===== src/rtl/spi_master_arbiter.sv =====
// Shares one SPI byte driver among NUM_REQ requesters; SPI_ARB_FIXED_PRIO_EN selects fixed lowest-index priority.
// m_start_o one cycle after req is seen, done_o one cycle after driver busy falls; losers simply wait, no pre-emption.
module spi_master_arbiter #(
  parameter int NUM_REQ = 4,
  parameter int TIMEOUT = 15
) (
  input  logic                 clk_i,
  input  logic                 rst_n_i,
  input  logic [NUM_REQ-1:0]   req_i,
  input  logic [NUM_REQ-1:0]   lock_i,
  input  logic [8*NUM_REQ-1:0] wdata_bi,
  output logic [NUM_REQ-1:0]   gnt_bo,
  output logic [NUM_REQ-1:0]   done_o,
  output logic [7:0]           rdata_bo,
  output logic                 err_o,
  output logic                 m_start_o,
  output logic [7:0]           m_data_bo,
  input  logic                 m_busy_i,
  input  logic [7:0]           m_data_bi
);
  localparam int IDX_W = $clog2(NUM_REQ);

  typedef enum logic [2:0] {IDLE, START, WAIT_BUSY, WAIT_DONE, DONE} state_t;

  state_t             r_state;
  logic [IDX_W-1:0]   r_win;
  logic [7:0]         r_cnt;
  logic [NUM_REQ-1:0] r_gnt;
  logic [NUM_REQ-1:0] r_done;
  logic [7:0]         r_rdata;
  logic               r_err;
  logic               r_start;
`ifndef SPI_ARB_FIXED_PRIO_EN
  logic [IDX_W-1:0]   r_ptr;
`endif

  logic [IDX_W-1:0]   w_win;

  // Descending scan so the last hit is the first in search order.
  always_comb begin
    w_win = '0;
`ifdef SPI_ARB_FIXED_PRIO_EN
    for (int i = NUM_REQ - 1; i >= 0; i--) begin
      if (req_i[i]) w_win = IDX_W'(i);
    end
`else
    for (int i = NUM_REQ; i >= 1; i--) begin
      if (req_i[(int'(r_ptr) + i) % NUM_REQ]) w_win = IDX_W'((int'(r_ptr) + i) % NUM_REQ);
    end
`endif
  end

  assign gnt_bo    = r_gnt;
  assign done_o    = r_done;
  assign rdata_bo  = r_rdata;
  assign err_o     = r_err;
  assign m_start_o = r_start;
  // Byte is taken live during START so a locked burst can present it right after done_o.
  assign m_data_bo = (r_state == START) ? wdata_bi[int'(r_win)*8 +: 8] : 8'h00;

  always_ff @(posedge clk_i or negedge rst_n_i) begin
    if (!rst_n_i) begin
      r_state <= IDLE;
      r_win   <= '0;
      r_cnt   <= '0;
      r_gnt   <= '0;
      r_done  <= '0;
      r_rdata <= '0;
      r_err   <= 1'b0;
      r_start <= 1'b0;
`ifndef SPI_ARB_FIXED_PRIO_EN
      r_ptr   <= IDX_W'(NUM_REQ - 1);
`endif
    end else begin
      case (r_state)
        IDLE: begin
          r_err  <= 1'b0;
          r_done <= '0;
          if (|req_i) begin
            r_win   <= w_win;
            r_gnt   <= NUM_REQ'(1) << w_win;
            r_start <= 1'b1;
            r_state <= START;
          end
        end
        START: begin
          r_start <= 1'b0;
          r_cnt   <= '0;
          r_state <= WAIT_BUSY;
        end
        WAIT_BUSY: begin
          if (m_busy_i) begin
            r_state <= WAIT_DONE;
          end else if (r_cnt == 8'(TIMEOUT - 1)) begin
            r_cnt   <= r_cnt + 8'd1;
            r_err   <= 1'b1;
            r_gnt   <= '0;
`ifndef SPI_ARB_FIXED_PRIO_EN
            r_ptr   <= r_win;
`endif
            r_state <= IDLE;
          end else begin
            r_cnt <= r_cnt + 8'd1;
          end
        end
        WAIT_DONE: begin
          if (!m_busy_i) begin
            r_rdata <= m_data_bi;
            r_done  <= NUM_REQ'(1) << r_win;
            r_state <= DONE;
          end
        end
        DONE: begin
          r_done <= '0;
          if (lock_i[r_win] && req_i[r_win]) begin
            r_start <= 1'b1;
            r_state <= START;
          end else begin
            r_gnt   <= '0;
`ifndef SPI_ARB_FIXED_PRIO_EN
            r_ptr   <= r_win;
`endif
            r_state <= IDLE;
          end
        end
        default: r_state <= IDLE;
      endcase
    end
  end
endmodule


===== config.mk =====
export PLATFORM = sky130hd
export DESIGN_NAME = spi_master_arbiter
export DESIGN_NICKNAME = d
export VERILOG_FILES = /design/src/rtl/spi_master_arbiter.sv
export SDC_FILE = /design/constraint.sdc
export NUM_CORES = 1
export LEC_CHECK = 0
export ABC_AREA = 1
export CAP_MARGIN = 40
export CORE_MARGIN = 2
export CORE_UTILIZATION = 30
export DETAILED_ROUTE_END_ITERATION = 6
export SLEW_MARGIN = 20
export SYNTH_ARGS = -nofsm -noshare
export SYNTH_HDL_FRONTEND = slang
export SYNTH_SLANG_ARGS = --single-unit

===== constraint.sdc =====
create_clock -name clk_i -period 1.5 [get_ports clk_i]
set_input_delay 0.3 -clock clk_i [delete_from_list [all_inputs] [get_ports clk_i]]
set_output_delay 0.3 -clock clk_i [all_outputs]
set_load 0.005 [all_outputs]

* Yosys cells after proc, flatten, opt, wreduce, memory -nomap -nowiden *
Cells that the tools add are included.

cells by class
  magnitude comparators = 5
  add/subtract/negate cells = 5
  multiplexer cells = 46
  reduce and logical (&&, ||, !) cells = 23
  div/mod/pow operators = 0
  multipliers = 0
  bitwise logic cells = 5
  shifts and indexed selects = 3
  equal/unequal tests = 12

operator list
  operator                                              number
  indexed part select 32 x 6 -> 8 bit                   1
  two-way mux 4 bit                                     5
  < comparator 3 x 4 -> 1 bit (second input constant)   4
  two-way mux 8 bit                                     2
  one-hot mux 8 bit (2 select lines)                    1
  two-way mux 1 bit                                     15
  one-hot mux 3 bit (5 select lines)                    1
  two-way mux 2 bit                                     7
  binary-select mux 1 bit (select 2 bit)                6
  two-way mux 3 bit                                     4
  inequality test 2 bit (second input constant)         6
  one-hot mux 4 bit (3 select lines)                    1
  OR reduction 2 bit                                    5
  AND reduction 3 bit                                   3
  adder 8 x 1 -> 8 bit (second input constant)          1
  equality test 8 x 4 -> 1 bit (second input constant)  1
  one-hot mux 4 bit (2 select lines)                    1
  AND reduction 2 bit                                   4
  nonzero test 2 bit                                    4
  left shift 1 x 2 -> 4 bit (first input constant)      2
  equality test 3 x 2 -> 1 bit (second input constant)  2
  nonzero test 3 bit                                    2
  AND reduction 5 bit                                   1
  adder 2 x 1 -> 2 bit (second input constant)          2
  14 further kinds                                      18

word-level totals
  latch bits = 0
  bits in registers = 33
  logic and storage cells = 108
  bits in writable memories = 0
  bits of input ports = 51
  memories = 0
  output and inout port bits = 26
  bits in read-only memories = 0

* Depth between registers and ports, before layout *
Gate-level depths: netlist of the first run.

  depth in word-level cells = 13
  depth in mapped cells = 13
  mapped depth without buffers = 12

* Least setup slack after synthesis of the first run *
OpenSTA, ideal clock, no wires.

  kind = register to register
  start = register r_ptr[0]
  end = register r_win[0]
  data arrival time = 1,322 ps
  data required time = 1,381 ps
  path buffers = 1
  path slack = 60 ps
  cell stages (with the launch flop) = 12
  clock period less this slack = 1,440 ps
  library setup time = 119 ps
  cells stage by stage = dfstp_2 -> buf_6 -> inv_1 -> nand2_1 -> nand3_1 -> nand2_1 -> inv_1 -> nand2_1 -> nand2_1 -> nand2_1 -> nand3_1 -> o21a_1

between the ends
  longest elaborated chain between the ends = 8

ends and longest elaborated chain
  item                                                   RTL line  text
  start, declared                                        34        logic [IDX_W-1:0] r_ptr;
  start signal, assigned                                 72        r_ptr <= IDX_W'(NUM_REQ - 1);
  start signal, assigned                                 99        r_ptr <= r_win;
  start signal, assigned                                 121       r_ptr <= r_win;
  adder 2 x 1 -> 2 bit                                   48        if (req_i[(int'(r_ptr) + i) % NUM_REQ]) w_win = IDX_W'((int'(r_ptr) + i) % NUM_REQ);
  binary-select mux 1 bit (select 2 bit)                 48
  two-way mux 1 bit (implied by the code) (2 in series)  48
  two-way mux 2 bit (3 in series)                        48
  two-way mux 2 bit *                                    48
  end signal, assigned                                   80        r_win <= w_win;
  end, declared                                          26        logic [IDX_W-1:0] r_win;

Every way passes the cells marked *; elsewhere a longest branch is shown, timed or not. The select of a mux whose other input is x is not followed.
A chain may end at the register's enable or synchronous reset.

* Worst setup path in the final report of the first run *
  start = register r_win[1]
  end = output port m_data_bo[1]

between the ends
  longest elaborated chain between the ends = 2

ends and longest elaborated chain
  item                                 RTL line  text
  indexed part select 32 x 6 -> 8 bit  59        assign m_data_bo = (r_state == START) ? wdata_bi[int'(r_win)*8 +: 8] : 8'h00;
  two-way mux 8 bit                    59
  end, declared                        17        output logic [7:0] m_data_bo,

No other way between the ends.

==> impl_metrics.toml, run 1 <==
[status]
outcome = "complete, but fails checks"
violations = "setup timing"

[global_routing]
antenna_found_initial = 0
grt_overflow_total = 0
grt_first_pass_wirelength_um = 9570
grt_pass1_vias = 2182
grt_max_degree = 34
grt_usage = 0.160

[pwr]
totalPowerFinal_mw = 6.76
leakagePower_nw = 1.82
irDropWorstVdd_uv = 720
powerDensity_mw_per_mm2 = 1820

[synth]
yosysTopAreaCellShare = 0.383
synth_area_mm2 = 0.00202
synth_top_cell_by_area = "dfrtp_1"
syn_avg_cell_area_um2 = 7.00
yosys-top-cells-area = "dfrtp_1 (38%), nand2_1 (23%), inv_1 (5.0%), nand3_1 (4.0%), a22oi_1 (3.0%)"
seq_area_frac_synth = 0.409
ys_warn_count = 0
synth_flop_cell = "dfrtp_1"
synth_nets = 342
syn_inst = 289
ys_ff_latch = 33
yosysUniqueCellTypes = 34
async_reset_ff_frac = 1.00
synth_edf_count = 0

[routing]
dr.pass1.iters = 4
totalWireLength_um = 6140
dr_total_vias = 2369
drc = 0
dr.first_iter.drc_count = 107
vias_per_cell = 4.65
final_antenna_net_count = 0
wire_per_inst_um = 12.1

[critical_path]
critPathArrivalTime_ns = 1.52
worstSetupPathType = "reg -> out"
slowest_delay_ns = 0.41
critPathLaunchType = "flop"
cp_slowest_cell = "dfrtp_2"
path_cells = "buf_6, nor2_4, buf_6, buf_12, a22oi_2, a31oi_1, buf_2"
crit_fanout = 5
crit_top_cell = "buf_6"
end_kind = "output pin"
critPathRequiredTime_ns = 1.20
r2r_cells = 13

[floorplanning]
core_area_mm2 = 0.00642
start_util = 0.315
die_x_um = 86.1
std_cell_rows = 29
fp.dieArea_mm2 = 0.00742
boundaryPins = 77
fp.dieH_um = 86.1

[clock_network]
insertion_delay_ns = 0.29
ctsLongestPathBuffers = 2
cts_buffers = 5
cts_tree = "built"
cts-htree-levels = 2
cts_sinks = 33
cts-root-buf = "clkbuf_8"
path_clk_slew_ns = 0.07

[timing]
fmax_ghz = 0.548
finalMaxSlewViolations = 0
slew_headroom = 0.801
min_period_ns = 1.82
fin_ws_ns = -0.324
rsz0062_at_grt = "true"
tightest_slew_ns = 0.297
hold_viol = 0
finalSetupViolCount = 16
finClkSkew_ns = 0.00786
post-route-period-util = 1.22

[final_layout]
syn2layout_area_growth_pct = 83.6
diodes = 0
drive_above_1_share = 0.377
final_net_count = 484
fin_cells = 509

[placed_design]
place.gp.congestion = 0.797
dp_hpwl_um = 4230
io_buffers = 76
placed_cells = 476

[worst_hold_path]
hold_class = "in -> async"

[job]
cap_violations = 0
[through the flow]
step                TNS [ns]  hold slack [ns]  cell area (um^2)  setup slack (ns)  utilization
finish                 -3.31            0.384              3720            -0.324        0.579
global placement       -6.00            0.464              3150            -0.351        0.490
CTS                    -3.52            0.392              3410            -0.308        0.531
global route           -4.77            0.406              3720            -0.398        0.579
floorplan                  0          0.00441              2020            0.0595            -
detailed placement     -6.30            0.466              3150            -0.368        0.490
[cell type report]
cell class	count	area [um^2]
Multi-Input combinational cell	218	1290
Fill cell	601	2710
Timing Repair inverter	1	7.51
Clock buffer	6	72.6
Inverter	34	146
Sequential cell	33	832
Timing Repair Buffer	138	1260
Tap cell	77	96.3
Clock inverter	2	10.0
[metal layers]
layer  track usage  vias up  wire length [um]
met5             0        -                 0
met4        0.0346        0                72
met3        0.0433        8               386
met2         0.264       74              2950
met1         0.210     1063              2730
li1              -     1224                 -
[registers in the layout (all words and copies together), names as in the netlist]
signal / count
r_state: 3
err_o: 1
r_cnt: 8
gnt_bo: 4
rdata_bo: 8
r_ptr: 2
done_o: 4
m_start_o: 1
r_win: 2
[cells in the mapped netlist (2+ instances only)]
library cell,n
buf_6,2
nor2_2,5
dfstp_2,2
nand2_1,122
a21oi_1,7
inv_1,27
a31oi_1,9
ha_1,2
nor2_1,15
dfrtp_1,31
nand3_1,16
o21ai_1,4
nand4_1,4
clkbuf_1,2
nor3_1,3
a22oi_1,8
inv_2,6
o21ai_0,8
[report_power, final]
| part | leakage, nW | total (mW) | internal [mW] | switching, mW |
|---|---|---|---|---|
| Clock | 0.0450 | 0.652 | 0.321 | 0.331 |
| Sequential | 0.424 | 1.43 | 1.21 | 0.223 |
| Combinational | 1.35 | 4.67 | 2.38 | 2.29 |
| Total | 1.82 | 6.76 | 3.91 | 2.84 |
[what timing repair did]
action / in CTS / in global routing
buffers inserted: 13 / 9
gates cloned: 3 / 0
setup endpoints to repair: 31 / 36
hold endpoints to repair: 0 / 0
pin swaps: 11 / 18
hold buffers: 0 / 0
resized for setup: 65 / 73
[worst max-delay path: cells and delay by family (launching register included)]
family	cells	cell delay [ns]
flip-flops	1	0.41
AO/OA/AOI/OAI	2	0.21
buffers and inverters	4	0.49
AND/OR/NAND/NOR	1	0.12
[placed cells by master, fill, tap and decap left out, types with 7 or more instances in the layout]
cell	n
inv_1	19
buf_6	11
a21oi_1	7
nor2_1	10
nand2_1	95
nand2_2	26
buf_4	49
nor2_4	7
dfrtp_1	28
inv_2	8
a31oi_1	9
clkdlybuf4s50_1	65
nand3_1	9
a22oi_2	8
buf_2	8
[worst paths after layout]
check	slack, ns	end	from
setup / recovery	-0.32	m_data_bo[1]	r_win[1]$_DFFE_PN0P_
hold / removal	0.38	r_cnt[3]$_DFFE_PN0P_	rst_n_i
setup reg to reg	-0.16	r_state[0]$_DFFE_PN0P_	r_win[1]$_DFFE_PN0P_
hold reg to reg	0.48	rdata_bo[6]$_DFFE_PN0P_	rdata_bo[6]$_DFFE_PN0P_
max in group asynchronous	0.88	r_ptr[1]$_DFFE_PN1P_	rst_n_i
min in group clk_i	0.48	rdata_bo[6]$_DFFE_PN0P_	rdata_bo[6]$_DFFE_PN0P_
[cell families after synthesis]
kind of cell / share of synthesized area
AOI/OAI and AO/OA: 0.127
xor gates and xnor gates: 0.00433
adders and majority gates: 0.0124
buffers and inverters: 0.0816
DFF: 0.409
and+or+nand+nor: 0.366
Power figures use the tool's default switching activity.
==> inputs of run 2 (changes only) <==
CAP_MARGIN = 20   (was 40)
SKIP_LAST_GASP = 1   (was default)
==> impl_metrics.toml, run 2 (synthesis gave the netlist of run 1 again) <==
[status]
outcome = "complete, but fails checks"
violations = "setup timing"

[routing]
dr_total_vias = 2369
drc = 0
wire_per_inst_um = 12.2
totalWireLength_um = 6190
dr.pass1.iters = 4
dr.first_iter.drc_count = 96
final_antenna_net_count = 0
vias_per_cell = 4.65

[floorplanning]
boundaryPins = 77
core_area_mm2 = 0.00642
fp.dieH_um = 86.1
die_x_um = 86.1
std_cell_rows = 29
start_util = 0.315
fp.dieArea_mm2 = 0.00742

[job]
cap_violations = 0

[timing]
hold_viol = 0
slew_headroom = 0.802
tightest_slew_ns = 0.296
finalMaxSlewViolations = 0
fmax_ghz = 0.561
finalSetupViolCount = 17
min_period_ns = 1.78
finClkSkew_ns = 0.00658
post-route-period-util = 1.19
rsz0062_at_grt = "true"
fin_ws_ns = -0.281
whs_ns = 0.383

[clock_network]
cts-root-buf = "clkbuf_8"
path_clk_slew_ns = 0.07
ctsLongestPathBuffers = 2
cts_buffers = 5
cts-htree-levels = 2
insertion_delay_ns = 0.29
cts_sinks = 33
cts_tree = "built"

[critical_path]
r2r-end = "gnt_bo[0]$_DFFE_PN0P_"
critPathRequiredTime_ns = 1.20
cp_slowest_cell = "dfrtp_2"
worstSetupPathType = "reg -> out"
crit_fanout = 5
r2r_cells = 12
critPathLaunchType = "flop"
crit_top_cell = "buf_6"
crit_path_start = "r_win[0]$_DFFE_PN0P_"
r2r_slack_ns = -0.19
r2r_start = "r_win[1]$_DFFE_PN0P_"
crit_path_end = "m_data_bo[5]"
critPathArrivalTime_ns = 1.48
slowest_delay_ns = 0.44
path_cells = "buf_6, nor2_4, buf_6, a22oi_1, a31oi_1, buf_2"
end_kind = "output pin"

[global_routing]
antenna_found_initial = 0
grt_first_pass_wirelength_um = 9570
grt_pass1_vias = 2182
grt_overflow_total = 0
grt_max_degree = 34
grt_usage = 0.160

[placed_design]
io_buffers = 76
dp_hpwl_um = 4230
place.gp.congestion = 0.797

[pwr]
totalPowerFinal_mw = 6.70
irDropWorstVdd_uv = 699
leakagePower_nw = 1.81
powerDensity_mw_per_mm2 = 1820

[final_layout]
syn2layout_area_growth_pct = 82.3
diodes = 0
layout_commonest_cell = "nand2_1"
nFillCells = 601
final_cell_mix = "nand2_1 (95), clkdlybuf4s50_1 (66), buf_4 (49)"
final_net_count = 484
drive_above_1_share = 0.368

[worst_hold_path]
hold_class = "in -> async"
run 2: cell count changes in the layout (fill, tap and decap cells not counted), sizes merged:
cell	previous run	this run
clkdlybuf4s50	65	66
dlymetal6s2s	3	2
run 2: worst max-delay path, delay by kind of cell, from the launching register on:
family | cells | cell delay [ns]
AND/OR/NAND/NOR | 1 | 0.14
AO/OA/AOI/OAI | 2 | 0.23
buffers and inverters | 3 | 0.39
flip-flops | 1 | 0.44
run 2: worst min path at each step:
stage / startpoint / slack, ns / cells past startpoint / end
2_1_floorplan: rst_n_i / 0.004 / 0 / done_o[0]$_DFFE_PN0P_
3_3_place_gp: rdata_bo[1]$_DFFE_PN0P_ / 0.46 / 2 / rdata_bo[1]$_DFFE_PN0P_
3_5_place_dp: rdata_bo[6]$_DFFE_PN0P_ / 0.47 / 2 / rdata_bo[6]$_DFFE_PN0P_
4_1_cts: rst_n_i / 0.39 / 2 / rdata_bo[4]$_DFFE_PN0P_
5_1_grt: rst_n_i / 0.41 / 2 / rdata_bo[4]$_DFFE_PN0P_
6_report: rst_n_i / 0.38 / 2 / r_cnt[3]$_DFFE_PN0P_
run 2: where the power goes:
| group | switching (mW) | internal, mW |
|---|---|---|
| combinational | 2.26 | 2.35 |
| sequential | 0.223 | 1.21 |
| clock | 0.332 | 0.321 |
run 2: repair_timing:
item | 4_1_cts | 5_1_grt
buffers inserted | 13 | 9
gates cloned | 3 | 0
gates resized for setup | 63 | 69
hold endpoints to repair | 0 | 0
hold buffers | 0 | 0
setup endpoints to repair | 31 | 39
pin swaps | 11 | 17
run 2: stage by stage:
step	TNS [ns]	cell area, um^2	util	cells	worst slack (ns)
2_1_floorplan	0	2020	-	289	0.0595
3_3_place_gp	-6.00	3150	0.490	476	-0.351
3_5_place_dp	-6.30	3150	0.490	476	-0.368
4_1_cts	-3.55	3400	0.530	500	-0.308
5_1_grt	-4.71	3690	0.575	509	-0.368
6_report	-3.24	3690	0.575	509	-0.281
run 2: cell type report:
class	instances	area, um^2	area share
multi-input cells	218	1270	0.344
repair inverters	1	7.51	0.00203
flip-flops and latches	33	832	0.226
inverters	34	146	0.0397
well taps	77	96.3	0.0261
clock inverters	2	10.0	0.00271
clock buffers	6	72.6	0.0197
repair buffers	138	1260	0.341
run 2: layer usage:
| layer | up-vias | wire length, um | global-route usage | part of all wire |
|---|---|---|---|---|
| li1 | 1223 | - | - | - |
| met1 | 1071 | 2780 | 0.210 | 0.45 |
| met2 | 67 | 2970 | 0.264 | 0.48 |
| met3 | 8 | 362 | 0.0433 | 0.059 |
| met4 | 0 | 74 | 0.0346 | 0.012 |
| met5 | - | 0 | 0 | 0 |
==> inputs of run 3 (changes only) <==
CAP_MARGIN = 30   (was 20)
==> results of run 3 <==
Final layout, timing and power as in run 2 (identical DEF).
